`src/rtl/calc_pkg.sv`:
```
// rtl/calc_pkg.sv - shared calculator types and decimal-entry constants
package calc_pkg;

    typedef enum logic [2:0] {
        IDLE,
        HUND,
        TENS,
        ONES,
        DONE
    } deci_entry_state_t;

    localparam int DEC_HUNDRED  = 100;
    localparam int DEC_TEN      = 10;
    localparam int ENTRY_DIGITS = 3;

endpackage

```
`src/rtl/bcd_entry_reg.sv`:
```
// rtl/bcd_entry_reg.sv - three-digit BCD shift register with sign bit
module bcd_entry_reg
    import calc_pkg::*;
(
    input  logic        clk,
    input  logic        rst_n,
    input  logic        shift_i,
    input  logic [3:0]  digit_i,
    input  logic        toggle_i,
    input  logic        clear_i,
    output logic [11:0] bcd_o,
    output logic        neg_o
);

    logic [11:0] bcd_q;
    logic [1:0]  count_q;
    logic        neg_q;

    // Shift digits in from the ones end until three have been taken; clear wins.
    always_ff @(posedge clk or negedge rst_n) begin
        if (!rst_n) begin
            bcd_q   <= 12'h000;
            count_q <= 2'd0;
            neg_q   <= 1'b0;
        end else if (clear_i) begin
            bcd_q   <= 12'h000;
            count_q <= 2'd0;
            neg_q   <= 1'b0;
        end else begin
            if (shift_i && (count_q < 2'(ENTRY_DIGITS))) begin
                bcd_q   <= {bcd_q[7:0], digit_i};
                count_q <= count_q + 2'd1;
            end
            if (toggle_i) begin
                neg_q <= ~neg_q;
            end
        end
    end

    assign bcd_o = bcd_q;
    assign neg_o = neg_q;

endmodule

```
`src/rtl/deci_entry.sv`:
```
// rtl/deci_entry.sv - keypad decimal entry to saturating two's-complement operand
module deci_entry
    import calc_pkg::*;
#(
    parameter int W = 8
) (
    input  logic         clk,
    input  logic         rst_n,
    input  logic         digit_valid,
    input  logic [3:0]   digit,
    input  logic         neg_toggle,
    input  logic         clear,
    input  logic         enter,
    output logic [11:0]  entry_bcd,
    output logic         entry_neg,
    output logic         busy,
    output logic [W-1:0] result,
    output logic         ovf,
    output logic         done
);

    localparam logic [10:0] MAX_POS_MAG = 11'((1 << (W - 1)) - 1);
    localparam logic [10:0] MAX_NEG_MAG = 11'(1 << (W - 1));

    deci_entry_state_t state_q;
    logic [9:0]        acc_q;
    logic [3:0]        hcnt_q;
    logic [3:0]        tcnt_q;
    logic [W-1:0]      result_q, result_d;
    logic              ovf_q, ovf_d;
    logic              done_q;

    logic              idle;
    logic              entry_shift;
    logic              entry_toggle;
    logic              entry_clear;
    logic [11:0]       bcd;
    logic              neg;
    logic [10:0]       acc_ext;
    logic [10:0]       acc_negated;

    assign idle = (state_q == IDLE);

    // Keypad edits only land while idle and when neither clear nor enter claims the cycle.
    assign entry_shift  = idle && digit_valid && (digit <= 4'd9) && !clear && !enter;
    assign entry_toggle = idle && neg_toggle && !clear && !enter;
    assign entry_clear  = clear || (state_q == DONE);

    bcd_entry_reg u_entry (
        .clk      (clk),
        .rst_n    (rst_n),
        .shift_i  (entry_shift),
        .digit_i  (digit),
        .toggle_i (entry_toggle),
        .clear_i  (entry_clear),
        .bcd_o    (bcd),
        .neg_o    (neg)
    );

    // Range check of the accumulated magnitude against the signed W-bit limits.
    always_comb begin
        acc_ext     = {1'b0, acc_q};
        acc_negated = 11'd0 - acc_ext;
        result_d    = acc_ext[W-1:0];
        ovf_d       = 1'b0;
        if (!neg && (acc_ext > MAX_POS_MAG)) begin
            result_d = {1'b0, {(W - 1){1'b1}}};
            ovf_d    = 1'b1;
        end else if (neg && (acc_ext > MAX_NEG_MAG)) begin
            result_d = {1'b1, {(W - 1){1'b0}}};
            ovf_d    = 1'b1;
        end else if (neg) begin
            result_d = acc_negated[W-1:0];
        end
    end

    // Conversion FSM: add hundreds, then tens, then ones, then publish the result.
    always_ff @(posedge clk or negedge rst_n) begin
        if (!rst_n) begin
            state_q  <= IDLE;
            acc_q    <= 10'd0;
            hcnt_q   <= 4'd0;
            tcnt_q   <= 4'd0;
            result_q <= '0;
            ovf_q    <= 1'b0;
            done_q   <= 1'b0;
        end else begin
            done_q <= 1'b0;
            if (clear) begin
                state_q <= IDLE;
            end else begin
                case (state_q)
                    IDLE: begin
                        if (enter) begin
                            acc_q   <= 10'd0;
                            hcnt_q  <= bcd[11:8];
                            tcnt_q  <= bcd[7:4];
                            state_q <= HUND;
                        end
                    end
                    HUND: begin
                        if (hcnt_q != 4'd0) begin
                            acc_q  <= acc_q + 10'(DEC_HUNDRED);
                            hcnt_q <= hcnt_q - 4'd1;
                        end else begin
                            state_q <= TENS;
                        end
                    end
                    TENS: begin
                        if (tcnt_q != 4'd0) begin
                            acc_q  <= acc_q + 10'(DEC_TEN);
                            tcnt_q <= tcnt_q - 4'd1;
                        end else begin
                            state_q <= ONES;
                        end
                    end
                    ONES: begin
                        acc_q   <= acc_q + {6'd0, bcd[3:0]};
                        state_q <= DONE;
                    end
                    DONE: begin
                        result_q <= result_d;
                        ovf_q    <= ovf_d;
                        done_q   <= 1'b1;
                        state_q  <= IDLE;
                    end
                    default: state_q <= IDLE;
                endcase
            end
        end
    end

    assign entry_bcd = bcd;
    assign entry_neg = neg;
    assign busy      = !idle;
    assign result    = result_q;
    assign ovf       = ovf_q;
    assign done      = done_q;

endmodule
```
`config.mk`:
```
export PLATFORM = sky130hd
export DESIGN_NAME = deci_entry
export DESIGN_NICKNAME = d
export VERILOG_FILES = /design/src/rtl/calc_pkg.sv /design/src/rtl/bcd_entry_reg.sv /design/src/rtl/deci_entry.sv
export SDC_FILE = /design/constraint.sdc
export NUM_CORES = 1
export LEC_CHECK = 0
export CAP_MARGIN = 20
export CORE_MARGIN = 4
export CORE_UTILIZATION = 58
export CTS_BUF_LIST = sky130_fd_sc_hd__clkbuf_8
export CTS_CLUSTER_SIZE = 25
export DETAILED_ROUTE_END_ITERATION = 12
export PLACE_DENSITY = 0.88
export RECOVER_POWER = 25
export SYNTH_ARGS = -nofsm -noshare
export SYNTH_HDL_FRONTEND = slang
export SYNTH_SLANG_ARGS = --single-unit
```
`constraint.sdc`:
```
create_clock -name clk -period 2.7 [get_ports clk]
set_input_delay 0.81 -clock clk [delete_from_list [all_inputs] [get_ports clk]]
set_output_delay 0.81 -clock clk [all_outputs]
set_load 0.02 [all_outputs]
```
==> results.cfg <==
[run_status]
status = finished, final reports clean

[critical_path]
cp-start-kind = register
path_cells = or2_1 > nor2_2 > inv_1 > clkdlybuf4s50_1
critPathKind = register to output port
cp_max_fo = 4
max_stage_delay_ns = 0.53
cp-end-kind = output port
critPathArrivalTime_ns = 1.76
crit_required_ns = 1.89
crit_path_top_delay_cell = clkdlybuf4s50_1

[finish]
fin_area_um2 = 3550
drive_above_1_share = 0.0758
area_growth_pct = 17.8
diodes = 0
layout.nets = 419

[timing]
skew_ns = 0.00506
tns_ns = 0
max_freq_ghz = 0.390
period_share = 0.951
period_needed_ns = 2.57
tightest_slew_ns = 1.20
slew_violations = 0
setup_violations = 0
slew_headroom = 0.198
hold_viol_final = 0
rsz0062_at_grt = false

[clock_network]
cts_buffers = 5
root_buffer = clkbuf_8
clock_sinks = 46
clk_latency_ns = 0.30
cts.repair.resized = 0
clock_path_buffers = 2
holdBufCountCts = 0
clkSlewWorstSetupHoldPaths_ns = 0.09
cts_setup_buffers = 0
cts_tree = done
cts_max_level = 2

[floorplan]
initial_core_util = 0.618
die_h_um = 80.1
num_io_pins = 34
rows = 25
dieWidth_um = 80.1
core_um2 = 4880
die_area_um2 = 6420

[power_and_ir_drop]
peakVddDrop_mv = 0.446
p_switching_mw = 1.12
p_seq_frac = 0.353
switching_share = 0.394
power_frac_clock = 0.218
p_leak_nw = 1.50
p_comb_frac = 0.429
power.internal_mw = 1.73
power-per-cell-area_nw_per_um2 = 802

[logic_synthesis]
ys_types = 57
ys_seq_elements = 46
ys_warn_count = 0
synth_most_common_cell = nand2_1
synth_async_sr_flop_share = 1.00
syn-num-nets = 389
syn_area_um2 = 3020
synth_flop_cell = dfrtp_1
post_synth.cell_area_avg_um2 = 8.27
netlist.area_leader.share = 0.381
synth_seq_area_share = 0.381
synth_edf_count = 0
synth_common_cells = nand2_1 (55), dfrtp_1 (46), a21oi_1 (31)
synthCells = 365
synth.top_cells.by_area = dfrtp_1 (38%), nand2_1 (6.8%), ha_1 (5.4%), a21oi_1 (5.1%), o21ai_0 (4.5%)
synth_top_cell_by_area = dfrtp_1

[placed_design]
dpl_cell_area_um2 = 3430
io_buffers = 33
gp_congestion = 0.921
dpl.hpwl_um = 5580

[drt]
vias = 2874
drtIter0Drc = 232
dr.pass1.iters = 5
ant_nets = 0
drc = 0
avgViaCountPerCell = 6.21
routed_wl_um = 7740
wl_per_cell_um = 16.7

[grt]
grt_overflow = 0
grt_pass1_vias = 2819
grt_pass1_wl_um = 13500
grt_usage = 0.267
grt_max_degree = 25
antenna_found_initial = 0

[job]
drv_cap = 0

[worst_hold_path]
worst_hold_path_type = register to register
[layer usage]
metal	up-vias	wire, um	global-route usage
met5	-	0	0
met4	0	230	0.111
met3	27	374	0.0538
met2	103	3720	0.438
met1	1384	3410	0.341
li1	1360	-	-
[critical path: cells and delay by family (launching register included)]
kind,cells,cell delay [ns]
simple gates,2,0.49
buf+inv,2,0.59
flops,1,0.38
[cell usage in the layout (no fill, tap or decap), types with 2 or more instances in the layout]
master and n:
nand2_1 55, dfrtp_1 46, clkdlybuf4s50_1 32, a21oi_1 31, o21ai_0 27, nor2_1 25, inv_1 18, nand3_1 15
ha_1 13, buf_4 12, o211ai_1 11, xnor2_1 9, nor3_1 9, o31ai_1 6, nor2b_1 5, a22oi_1 5
o22ai_1 5, clkbuf_8 5, nand2b_1 4, a21o_1 4, nor3b_1 3, a22o_1 3, or2_1 2, and3_1 2
or3b_1 2, or3b_2 2, a31oi_1 2, or4b_1 2, or3_1 2, o22a_1 2, nand3b_1 2, o21ba_2 2
a32o_1 2, a211o_1 2, o21ai_1 2, a211oi_1 2, bufinv_16 2
[registers in the layout (all words and copies together) (netlist names)]
signal	cells
u_entry.neg_o	1
u_entry.bcd_o	12
acc_q	10
tcnt_q	4
result	8
ovf	1
u_entry.count_q	2
state_q	3
hcnt_q	4
done	1
[worst paths after layout]
kind / startpoint / end / slack (ns) / depth (start not counted)
worst max register to register: acc_q[0] / acc_q[6] / 0.38 / 8
worst min-delay path: result[0] / result[0] / 0.48 / 2
max in group asynchronous: rst_n / hcnt_q[3] / 0.74 / 2
min in group asynchronous: rst_n / result[7] / 0.73 / 1
worst min register to register: result[0] / result[0] / 0.48 / 2
worst max-delay path: state_q[1] / busy / 0.13 / 4
[through the flow]
stage | hold slack [ns] | std cells | power (mW) | utilization | setup slack [ns]
after detailed placement | 0.465 | 455 | 2.21 | 0.703 | 0.145
after CTS | 0.485 | 463 | 2.83 | 0.731 | 0.0584
after global placement | 0.462 | 455 | 2.16 | 0.703 | 0.182
after floorplan | 0.502 | 365 | 1.84 | - | 0.710
final | 0.484 | 463 | 2.85 | 0.728 | 0.133
after global routing | 0.515 | 463 | 3.05 | 0.728 | 0.0124
[power groups by stage]
| stage | clock, mW | sequential (mW) | combinational (mW) |
|---|---|---|---|
| after floorplan | 0 | 0.995 | 0.847 |
| after global placement | 0 | 1.01 | 1.16 |
| after detailed placement | 0 | 1.01 | 1.19 |
| after CTS | 0.619 | 1.00 | 1.21 |
| after global routing | 0.655 | 1.03 | 1.36 |
| final | 0.621 | 1.01 | 1.22 |
[layout make-up]
type / instances / area (um2)
multi-input cells: 278 / 1700
fillers: 397 / 1330
flip-flops and latches: 46 / 1150
repair buffers: 46 / 419
well taps: 67 / 83.8
clock buffers: 5 / 68.8
clock inverters: 3 / 68.8
inverters: 18 / 67.6
[logic make-up (layout without fill, tap and decap cells)]
family,Yosys count,count (layout),synth area share
DFF,46,46,0.381
AOI/OAI and AO/OA,117,117,0.252
adders and majority gates,14,14,0.0605
xor gates and xnor gates,10,10,0.0290
and+or+nand+nor,136,136,0.216
muxes,1,1,0.00373
buffers and inverters,41,72,0.0576
(Power assumes the default switching activity.)
